--- config.mk ---
export PLATFORM = sky130hd
export DESIGN_NAME = instr_fetch_seq
export DESIGN_NICKNAME = d
export VERILOG_FILES = /design/src/rtl/instr_fetch_seq_pkg.sv /design/src/rtl/instr_fetch_seq.sv
export SDC_FILE = /design/constraint.sdc
export NUM_CORES = 1
export LEC_CHECK = 0
export BUFFER_PORTS_ARGS = -buffer_cell sky130_fd_sc_hd__buf_4
export CAP_MARGIN = 5
export CORE_MARGIN = 2
export CORE_UTILIZATION = 45
export DETAILED_ROUTE_END_ITERATION = 6
export PLACE_DENSITY_LB_ADDON = 0.1
export SLEW_MARGIN = 5
export SYNTH_ARGS = -nofsm -noshare
export SYNTH_HDL_FRONTEND = slang
export SYNTH_SLANG_ARGS = --single-unit
export TNS_END_PERCENT = 100
--- constraint.sdc ---
create_clock -name clk -period 1.75 [get_ports clk]
set_input_delay 0.175 -clock clk [delete_from_list [all_inputs] [get_ports clk]]
set_output_delay 0.175 -clock clk [all_outputs]
set_load 0.1 [all_outputs]
--- src/rtl/instr_fetch_seq_pkg.sv ---
// Shared types and constants for the instruction fetch sequencer.
// Holds the FSM encoding, datapath widths and the instr reset value.
package instr_fetch_seq_pkg;

    localparam int PC_W    = 4;
    localparam int INSTR_W = 32;

    localparam logic [INSTR_W-1:0] INSTR_RST = 32'h0000_0000;

    typedef enum logic [2:0] {
        ST_IDLE      = 3'd0,
        ST_FETCH     = 3'd1,
        ST_HOLD      = 3'd2,
        ST_WAIT_STEP = 3'd3,
        ST_HALT      = 3'd4
    } state_t;

    // Next program index after a transfer; only used when the run continues.
    function automatic logic [PC_W-1:0] pc_advance(
        input logic [PC_W-1:0] pc_cur,
        input logic [PC_W-1:0] last_pc
    );
        if (pc_cur == last_pc) begin
            return {PC_W{1'b0}};
        end else begin
            return pc_cur + {{(PC_W-1){1'b0}}, 1'b1};
        end
    endfunction

endpackage

--- src/rtl/instr_fetch_seq.sv ---
// Walks an external instruction ROM and hands each word downstream with a
// valid/ready handshake; supports free-run, single-step and wrap-around.
module instr_fetch_seq
    import instr_fetch_seq_pkg::*;
#(
    parameter int unsigned LAST_ADDR = 15,
    parameter bit          WRAP_EN   = 1'b0
) (
    input  logic               clk,
    input  logic               rst_n,
    input  logic               start,
    input  logic               step_mode,
    input  logic               step,
    input  logic [INSTR_W-1:0] rom_data,
    input  logic               out_ready,
    output logic [PC_W-1:0]    rom_sel,
    output logic [INSTR_W-1:0] instr,
    output logic               instr_valid,
    output logic [PC_W-1:0]    pc,
    output logic               busy,
    output logic               done
);

    localparam logic [PC_W-1:0] LAST_PC = PC_W'(LAST_ADDR);

    state_t             state_r;
    logic [PC_W-1:0]    pc_r;
    logic [INSTR_W-1:0] instr_r;
    logic               instr_valid_r;
    logic               busy_r;
    logic               done_r;
    logic               xfer_s;
    logic               at_last_s;

    assign xfer_s    = instr_valid_r & out_ready;
    assign at_last_s = (pc_r == LAST_PC);

    // Sequencer FSM; busy/done are registered alongside the state they decode.
    always_ff @(posedge clk) begin
        if (!rst_n) begin
            state_r       <= ST_IDLE;
            pc_r          <= {PC_W{1'b0}};
            instr_r       <= INSTR_RST;
            instr_valid_r <= 1'b0;
            busy_r        <= 1'b0;
            done_r        <= 1'b0;
        end else begin
            case (state_r)
                ST_IDLE: begin
                    if (start) begin
                        pc_r    <= {PC_W{1'b0}};
                        busy_r  <= 1'b1;
                        state_r <= ST_FETCH;
                    end
                end
                ST_FETCH: begin
                    instr_r       <= rom_data;
                    instr_valid_r <= 1'b1;
                    state_r       <= ST_HOLD;
                end
                ST_HOLD: begin
                    if (xfer_s) begin
                        instr_valid_r <= 1'b0;
                        if (at_last_s && !WRAP_EN) begin
                            busy_r  <= 1'b0;
                            done_r  <= 1'b1;
                            state_r <= ST_HALT;
                        end else begin
                            pc_r    <= pc_advance(pc_r, LAST_PC);
                            state_r <= step_mode ? ST_WAIT_STEP : ST_FETCH;
                        end
                    end
                end
                ST_WAIT_STEP: begin
                    if (step) begin
                        state_r <= ST_FETCH;
                    end
                end
                ST_HALT: begin
                    state_r <= ST_HALT;
                end
                default: begin
                    state_r       <= ST_IDLE;
                    pc_r          <= {PC_W{1'b0}};
                    instr_valid_r <= 1'b0;
                    busy_r        <= 1'b0;
                    done_r        <= 1'b0;
                end
            endcase
        end
    end

    assign rom_sel     = pc_r;
    assign pc          = pc_r;
    assign instr       = instr_r;
    assign instr_valid = instr_valid_r;
    assign busy        = busy_r;
    assign done        = done_r;

endmodule

==> results.py, run 1 <==
metrics = {
    "outcome": {
        "status": "completed",
    },
    "critical_path": {
        "criticalPathCategory": "register to register",
        "path_cells": "ha_1 > nand3_1 > nor2b_2 > o211ai_2 > a311o_1",
        "cp_slowest_stage_delay_ps": 370,
        "crit_slowest_cell": "dfxtp_4",
        "critPathArrivalTime_ps": 1770,
        "r2r-start": "pc[0]$_SDFFE_PN0P_",
        "r2r_setup_slack_ps": 170,
        "startpoint": "pc[0]$_SDFFE_PN0P_",
        "worstSetupStartpointType": "register",
        "r2r_end": "pc[3]$_SDFFE_PN0P_",
        "required_ps": 1930,
        "cp-endpoint": "pc[3]$_SDFFE_PN0P_",
        "endpoint_kind": "register",
        "crit_fanout": 6,
        "reg2reg_depth": 5,
    },
    "cells_and_area": {
        "n_fill_cell": 311,
        "final_nets": 325,
        "final_cell_count_no_fill": 335,
        "register_area_sq_um": 852,
        "multiInputGateArea_sq_um": 772,
        "syn2layout_area_growth_pct": 44.0,
        "n_antenna_cell": 0,
        "drive_gt1_share_pct": 38.0,
    },
    "power": {
        "pwr-share-clk_pct": 27.5,
        "p_leak_nw": 1.06,
        "power.switching_mw": 1.00,
        "max-vdd-ir-drop_mv": 0.596,
        "internal_power_mw": 1.65,
        "switching_share_pct": 37.9,
        "seq_power_share_pct": 40.4,
        "p_comb_share_pct": 32.1,
        "power.density_nw_per_um2": 1080,
    },
    "drt": {
        "viasPerCell": 4.97,
        "drt_iter0_markers": 101,
        "first_pass_iters": 4,
        "vias": 1664,
        "drc": 0,
        "drt_wl_total_microns": 4150,
        "wl_per_cell_microns": 12.4,
        "drtAntennaViolNets": 0,
    },
    "logic_synthesis": {
        "ys_top_cells_by_count": "nand2_1 (69), dfxtp_1 (42), a21oi_1 (36), buf_4 (7), nand2b_1 (7)",
        "synth_cell_type_count": 36,
        "synthesis.area_sq_um": 1710,
        "synth_area_leaders": "dfxtp_1 (49%), nand2_1 (15%), a21oi_1 (11%)",
        "ys.warnings.count": 0,
        "synth_enable_flop_cells": 0,
        "synthFlopType": "dfxtp_1",
        "yosys.area.top_type_share_pct": 49.3,
        "syn_nets": 246,
        "ys_seq_elements": 42,
        "async_flop_share_pct": 0,
        "seq_area_frac_synth_pct": 49.3,
        "synth.most_common_cell": "nand2_1",
        "yosys.area.top_type": "dfxtp_1",
        "synth_area_per_cell_sq_um": 8.24,
        "synthCells": 207,
    },
    "clock_network": {
        "postCtsSetupRepairBufs": 0,
        "htree_levels": 2,
        "cts_buffers": 5,
        "ctsLongestPathBuffers": 2,
        "cts_tree": "done",
        "cts_resized": 0,
        "cts.sinks": 42,
        "hold_buffers": 0,
        "clockRootBuffer": "clkbuf_8",
        "worstSkewPairLatency_ps": 290,
        "clk_pin_slew_ps": 80,
    },
    "floorplan": {
        "die_w_microns": 65.6,
        "ios": 81,
        "start_util_pct": 46.6,
        "core-area_sq_um": 3660,
        "num_rows": 22,
        "dieArea_sq_um": 4300,
        "dieHeight_microns": 65.6,
    },
    "grt": {
        "first_global_vias": 1551,
        "grtUsageMet2_pct": 33.7,
        "met3_usage_pct": 5.31,
        "grt_start_max_net_pins": 23,
        "antenna_found_initial": 0,
        "grt_overflow": 0,
        "grt.total_usage_pct": 20.4,
        "grt_pass1_wl_microns": 6800,
        "use_met1_pct": 25.3,
        "grt-busiest-layer": "met2",
    },
    "placement": {
        "dp_hpwl_microns": 2940,
        "gp_congestion": 0.874,
        "io_buffers": 80,
        "dp_cells": 327,
        "pre_cts_ws_ps": 114,
    },
    "timing": {
        "fin_hold_ws_ps": 123,
        "rsz0062_at_grt": "no",
        "maxSlewViolCount": 0,
        "fin_ws_ps": 168,
        "fin_crit_sh_pct": 90.4,
        "fin_crit_ps": 1580,
        "tightest_slew_ps": 389,
        "tns_ps": 0,
        "fmax_mhz": 632,
        "slew_headroom_pct": 74.1,
        "final-hold-violation-count": 0,
        "skew_ps": 4.23,
        "setup_viol": 0,
    },
    "worst_hold_path": {
        "holdCritPathClass": "primary input to register",
    },
    "job": {
        "maxCapViolCount": 0,
    },
}
## power groups by stage
stage               clock, mW  sequential, mW  combinational (mW)
floorplan                   0            1.52               0.206
global route            0.787            1.08               0.900
detailed placement          0            1.09               0.855
finish                  0.728            1.07               0.852
CTS                     0.745            1.07               0.856
global placement            0            1.09               0.850
## critical path, delay by kind of cell (launching register included)
family	cells	cell delay (ps)
fa+ha+maj	1	230
compound gates	2	510
flops	1	370
simple gates	2	370
## flip-flops by register name, summed over array words and instances (netlist names)
signal,flops
state_r,3
done,1
instr_valid,1
pc,4
instr,32
busy,1
## per-layer routing
layer / wire, microns / up-vias
li1: - / 849
met3: 269 / 2
met5: 0 / -
met2: 2000 / 58
met4: 20 / 0
met1: 1860 / 755
## through the flow
| step | area (sq um) | power, mW | utilization (%) |
|---|---|---|---|
| finish | 2460 | 2.65 | 67.1 |
| global route | 2460 | 2.77 | 67.1 |
| CTS | 2450 | 2.67 | 67.0 |
| detailed placement | 2340 | 1.95 | 64.0 |
| global placement | 2340 | 1.94 | 64.0 |
| floorplan | 1720 | 1.73 | - |
## final cells by class
type,instances,area share (%)
Inverter,2,0.306
Timing Repair Buffer,87,26.6
Clock buffer,8,4.53
Sequential cell,42,34.7
Multi-Input combinational cell,148,31.4
Tap cell,48,2.45
## how the worst min path moves through the flow
| stage | start | end | slack, ps | cells after the start |
|---|---|---|---|---|
| finish | rom_data[16] | instr[16]$_SDFFE_PN0P_ | 120 | 3 |
| global route | rom_data[25] | instr[25]$_SDFFE_PN0P_ | 120 | 3 |
| CTS | rom_data[17] | instr[17]$_SDFFE_PN0P_ | 120 | 3 |
| detailed placement | rom_data[20] | instr[20]$_SDFFE_PN0P_ | 430 | 3 |
| global placement | rom_data[15] | instr[15]$_SDFFE_PN0P_ | 420 | 3 |
| floorplan | rom_data[0] | instr[0]$_SDFFE_PN0P_ | 310 | 2 |
## cells by family after synthesis
logic type | count (synthesis) | synth area share [%]
simple gates | 97 | 26.0
compound gates | 48 | 17.2
flops | 42 | 49.3
buf+inv | 17 | 5.58
mux | 2 | 1.17
fa+ha+maj | 1 | 0.734
## cell usage in the layout, fill, tap and decap left out, drive strengths merged
master  netlist  final
a31o          1      1
mux2i         2      2
a21oi        36     36
a211oi        3      3
and3          1      1
and4          1      1
dfxtp        42     42
ha            1      1
buf          11     87
o221a         1      1
o21ai         1      1
nor4          1      1
nand4b        1      1
and4b         1      1
clkbuf        4      8
nand3         3      3
nor4b         1      1
clkinv        1      1
a221oi        1      1
nand3b        1      1
a311o         1      1
nor3          2      2
nor2b         2      2
nand2        69     69
nand2b        9      9
nor2          4      4
or3           1      1
o31a          1      1
o211ai        2      2
a21boi        1      1
inv           1      1
(Power assumes the default switching activity.)
==> run 2: changes to the inputs <==
- BUFFER_PORTS_ARGS: -buffer_cell sky130_fd_sc_hd__buf_4 -> unset
- CORE_UTILIZATION: 45 -> 60
- DONT_BUFFER_PORTS: unset -> 1
==> run 2 against run 1 <==
  * Cell count fell by 7.8%
  * Count of clock-buffer cells in the layout did not move
  * Sequential share of layout area rose by 0.39 points
  * Sequential cell count did not move
  * First-iteration DRC count rose by 49%
  * Largest power group unchanged
==> results.py, run 2 (synthesized netlist as in run 1, its figures left out) <==
metrics = {
    "timing": {
        "fmax_mhz": 599,
        "fin_crit_ps": 1670,
        "skew_ps": 6.19,
        "tns_ps": 0,
        "fin_crit_sh_pct": 95.4,
        "rsz0062_at_grt": "no",
        "tightest_slew_ps": 572,
        "maxSlewViolCount": 0,
        "setup_viol": 0,
        "final-hold-violation-count": 0,
        "slew_headroom_pct": 61.9,
    },
    "cells_and_area": {
        "final_cell_count_no_fill": 309,
        "syn2layout_area_growth_pct": 42.4,
        "largest_reg_flops": 32,
        "final_common_cell": "nand2_1",
        "final_nets": 316,
        "n_antenna_cell": 0,
        "drive_gt1_share_pct": 23.7,
        "mostFrequentLayoutCells": "nand2_1 (69), buf_4 (44), dfxtp_1 (37), a21oi_1 (36), dlygate4sd3_1 (33)",
    },
    "floorplan": {
        "die_w_microns": 57.3,
        "dieArea_sq_um": 3290,
        "core-area_sq_um": 2730,
        "num_rows": 19,
        "dieHeight_microns": 57.3,
        "ios": 81,
        "start_util_pct": 62.4,
    },
    "clock_network": {
        "hold_buffers": 33,
        "clockRootBuffer": "clkbuf_4",
        "cts.sinks": 42,
        "ctsLongestPathBuffers": 2,
        "worstSkewPairLatency_ps": 330,
        "postCtsSetupRepairBufs": 0,
        "clk_pin_slew_ps": 120,
        "cts_buffers": 5,
        "cts_tree": "done",
        "htree_levels": 2,
        "cts_resized": 0,
    },
    "power": {
        "p_leak_nw": 0.989,
        "internal_power_mw": 1.52,
        "power.switching_mw": 1.00,
        "seq_power_share_pct": 41.9,
        "max-vdd-ir-drop_mv": 1.13,
        "power.density_nw_per_um2": 1040,
        "switching_share_pct": 39.6,
        "p_comb_share_pct": 35.0,
        "pwr-share-clk_pct": 23.1,
    },
    "critical_path": {
        "critPathArrivalTime_ps": 1910,
        "worstSetupStartpointType": "register",
        "endpoint_kind": "register",
        "crit_fanout": 5,
        "criticalPathCategory": "register to register",
        "required_ps": 1990,
    },
    "drt": {
        "first_pass_iters": 4,
        "drc": 0,
        "drtAntennaViolNets": 0,
        "vias": 1755,
        "wl_per_cell_microns": 15.8,
        "drt_wl_total_microns": 4880,
        "drt_iter0_markers": 150,
        "viasPerCell": 5.68,
    },
    "grt": {
        "grt.total_usage_pct": 31.1,
        "antenna_found_initial": 0,
        "grt_pass1_wl_microns": 8060,
        "grt_start_max_net_pins": 20,
        "grt_overflow": 0,
        "first_global_vias": 1785,
    },
    "outcome": {
        "status": "completed",
    },
    "placement": {
        "io_buffers": 0,
        "dp_cells": 268,
        "dp_hpwl_microns": 2820,
        "gp_congestion": 0.868,
    },
    "job": {
        "maxCapViolCount": 0,
    },
    "worst_hold_path": {
        "holdCritPathClass": "primary input to register",
    },
}
## run 2: changes by cell type in the layout (fill, tap and decap cells not counted), sizes merged
cell / change
buf: -42
dlygate4sd3: +33
## run 2: layer usage
layer | global-route usage [%] | wire length (microns) | share of wire [%]
met1 | 36.3 | 1900 | 39
met2 | 56.5 | 2630 | 54
met3 | 8.39 | 302 | 6.2
met4 | 7.97 | 51 | 1.0
met5 | 0 | 0 | 0
## run 2: cell type report
class	instances	area, sq um
Sequential cell	42	852
Multi-Input combinational cell	148	769
Timing Repair Buffer	78	681
Fill cell	124	305
Clock buffer	8	80.1
Tap cell	31	38.8
Inverter	2	7.51
## run 2: stage by stage
step | hold WS (ps) | utilization [%] | instance area, sq um | power, mW | setup WS, ps
after CTS | 16.0 | 88.8 | 2430 | 2.52 | 83.5
final | 29.8 | 88.8 | 2430 | 2.52 | 79.6
after global placement | 315 | 73.8 | 2020 | 1.86 | 203
after detailed placement | 319 | 73.8 | 2020 | 1.88 | 89.0
after floorplan | 311 | - | 1720 | 1.73 | 54.9
after global routing | 36.2 | 88.8 | 2430 | 2.62 | 27.8
## run 2: power by group through the flow
stage,logic [mW],registers [mW],clock network [mW]
CTS,0.867,1.05,0.598
global route,0.922,1.06,0.637
floorplan,0.206,1.52,0
finish,0.883,1.06,0.583
detailed placement,0.804,1.08,0
global placement,0.788,1.07,0
## run 2: path summary, 6_finish.rpt
| path | from | to | slack [ps] | cells past startpoint |
|---|---|---|---|---|
| min | out_ready | instr_valid$_SDFFE_PN0P_ | 30 | 3 |
| max | pc[0]$_SDFFE_PN0P_ | pc[3]$_SDFFE_PN0P_ | 80 | 5 |
| max reg2reg | pc[0]$_SDFFE_PN0P_ | pc[3]$_SDFFE_PN0P_ | 80 | 5 |
| min reg2reg | instr[16]$_SDFFE_PN0P_ | instr[16]$_SDFFE_PN0P_ | 470 | 2 |
## run 2: worst max-delay path: stages (launching register included)
cell and delay [ps]:
dfxtp_4 380, ha_1 230, nand3_1 140, nor2b_1 290
o211ai_2 160, a311o_1 370
==> run 3: changes to the inputs <==
- REMOVE_ABC_BUFFERS: unset -> 1
==> run 3 against run 2 <==
  * Power down 3.7%
  * Via count down 0.80%
  * Sequential share of layout area is 0.23 points higher
  * Hold slack worse by 12 ps
  * Setup slack got worse by 16 ps
  * Critical endpoint unchanged
  * Largest cell class unchanged
  * Highest routed layer unchanged
==> results.py, run 3 (synthesized netlist as in run 1, its figures left out) <==
metrics = {
    "cells_and_area": {
        "final_cell_count_no_fill": 308,
        "largest_reg_flops": 32,
        "n_antenna_cell": 0,
        "n_fill_cell": 141,
        "drive_gt1_share_pct": 23.1,
        "syn2layout_area_growth_pct": 40.4,
        "final_common_cell": "nand2_1",
        "mostFrequentLayoutCells": "nand2_1 (69), buf_4 (43), dfxtp_1 (38), a21oi_1 (36), dlygate4sd3_1 (33)",
        "final_nets": 315,
        "register_area_sq_um": 846,
        "multiInputGateArea_sq_um": 769,
        "fin_util_pct": 87.6,
    },
    "clock_network": {
        "cts_tree": "done",
        "cts_resized": 0,
        "clk_pin_slew_ps": 120,
        "postCtsSetupRepairBufs": 0,
        "htree_levels": 2,
        "worstSkewPairLatency_ps": 360,
        "cts.sinks": 42,
        "cts_buffers": 5,
        "clockRootBuffer": "clkbuf_4",
        "hold_buffers": 33,
        "ctsLongestPathBuffers": 2,
    },
    "timing": {
        "rsz0062_at_grt": "no",
        "fmax_mhz": 593,
        "final-hold-violation-count": 0,
        "fin_hold_ws_ps": 18.0,
        "tns_ps": 0,
        "setup_viol": 0,
        "fin_crit_ps": 1690,
        "skew_ps": 11.4,
        "slew_headroom_pct": 62.6,
        "tightest_slew_ps": 561,
        "fin_crit_sh_pct": 96.3,
        "maxSlewViolCount": 0,
    },
    "critical_path": {
        "required_ps": 1990,
        "cp-endpoint": "pc[3]$_SDFFE_PN0P_",
        "r2r-start": "pc[0]$_SDFFE_PN0P_",
        "reg2reg_depth": 5,
        "r2r_end": "pc[3]$_SDFFE_PN0P_",
        "worstSetupStartpointType": "register",
        "endpoint_kind": "register",
        "critPathArrivalTime_ps": 1930,
        "startpoint": "pc[0]$_SDFFE_PN0P_",
        "r2r_setup_slack_ps": 60,
        "crit_fanout": 4,
        "criticalPathCategory": "register to register",
    },
    "drt": {
        "wl_per_cell_microns": 15.7,
        "drt_iter0_markers": 100,
        "first_pass_iters": 5,
        "drtAntennaViolNets": 0,
        "drt_wl_total_microns": 4840,
        "viasPerCell": 5.65,
        "vias": 1741,
        "drc": 0,
    },
    "placement": {
        "gp_congestion": 0.809,
        "dp_cells": 267,
        "dp_hpwl_microns": 2720,
        "io_buffers": 0,
    },
    "outcome": {
        "status": "completed",
    },
    "floorplan": {
        "dieArea_sq_um": 3290,
        "num_rows": 19,
        "ios": 81,
        "dieHeight_microns": 57.3,
        "core-area_sq_um": 2730,
        "die_w_microns": 57.3,
        "start_util_pct": 62.4,
    },
    "grt": {
        "met3_usage_pct": 8.62,
        "grtUsageMet2_pct": 53.2,
        "grt-busiest-layer": "met2",
        "first_global_vias": 1702,
        "use_met1_pct": 35.2,
        "grt_pass1_wl_microns": 7710,
        "grt_overflow": 0,
        "grt_start_max_net_pins": 33,
        "antenna_found_initial": 0,
        "grt.total_usage_pct": 31.2,
    },
    "power": {
        "p_leak_nw": 0.975,
        "max-vdd-ir-drop_mv": 1.06,
        "power.density_nw_per_um2": 1020,
    },
    "worst_hold_path": {
        "holdCritPathClass": "primary input to register",
    },
    "job": {
        "maxCapViolCount": 0,
    },
}
## run 3: metrics by stage
step / setup WS, ps / cell area (sq um) / power, mW
after global routing: 14.7 / 2390 / 2.53
after detailed placement: 129 / 2000 / 1.88
after global placement: 201 / 2000 / 1.86
after CTS: 110 / 2390 / 2.43
after floorplan: -1190 / 1620 / 1.71
final: 64.1 / 2390 / 2.43
## run 3: final cells by class
cell class	instances	share of cell area, %
clock inverters	1	0.209
inverters	2	0.313
clock buffers	7	2.30
repair buffers	77	28.1
flip-flops and latches	42	35.3
multi-input cells	148	32.1
well taps	31	1.62
## run 3: how the worst min path moves through the flow
stage	from	end	slack, ps	cells after the start
2_1_floorplan	rom_data[0]	instr[0]$_SDFFE_PN0P_	310	2
3_5_place_dp	rom_data[23]	instr[23]$_SDFFE_PN0P_	320	2
6_report	out_ready	instr_valid$_SDFFE_PN0P_	20	3
4_1_cts	out_ready	instr_valid$_SDFFE_PN0P_	10	3
5_1_grt	out_ready	instr_valid$_SDFFE_PN0P_	20	3
3_3_place_gp	rom_data[4]	instr[4]$_SDFFE_PN0P_	310	2
## run 3: critical path, cell delays in order (launching register included)
cell and delay, ps:
dfxtp_2 360, ha_1 220, nand3_1 140, nor2b_1 300, o211ai_2 170, a311o_1 380
## run 3: where the power goes
group | switching, mW | internal (mW) | leakage, nW
clock | 0.296 | 0.195 | 0.0353
combinational | 0.658 | 0.217 | 0.595
sequential | 0.0428 | 1.02 | 0.344
## run 3: per-layer routing
metal  part of all wire [%]  wire [microns]
met1                     39            1890
met2                     51            2450
met3                    7.7             371
met4                    2.4             115
met5                      0               0
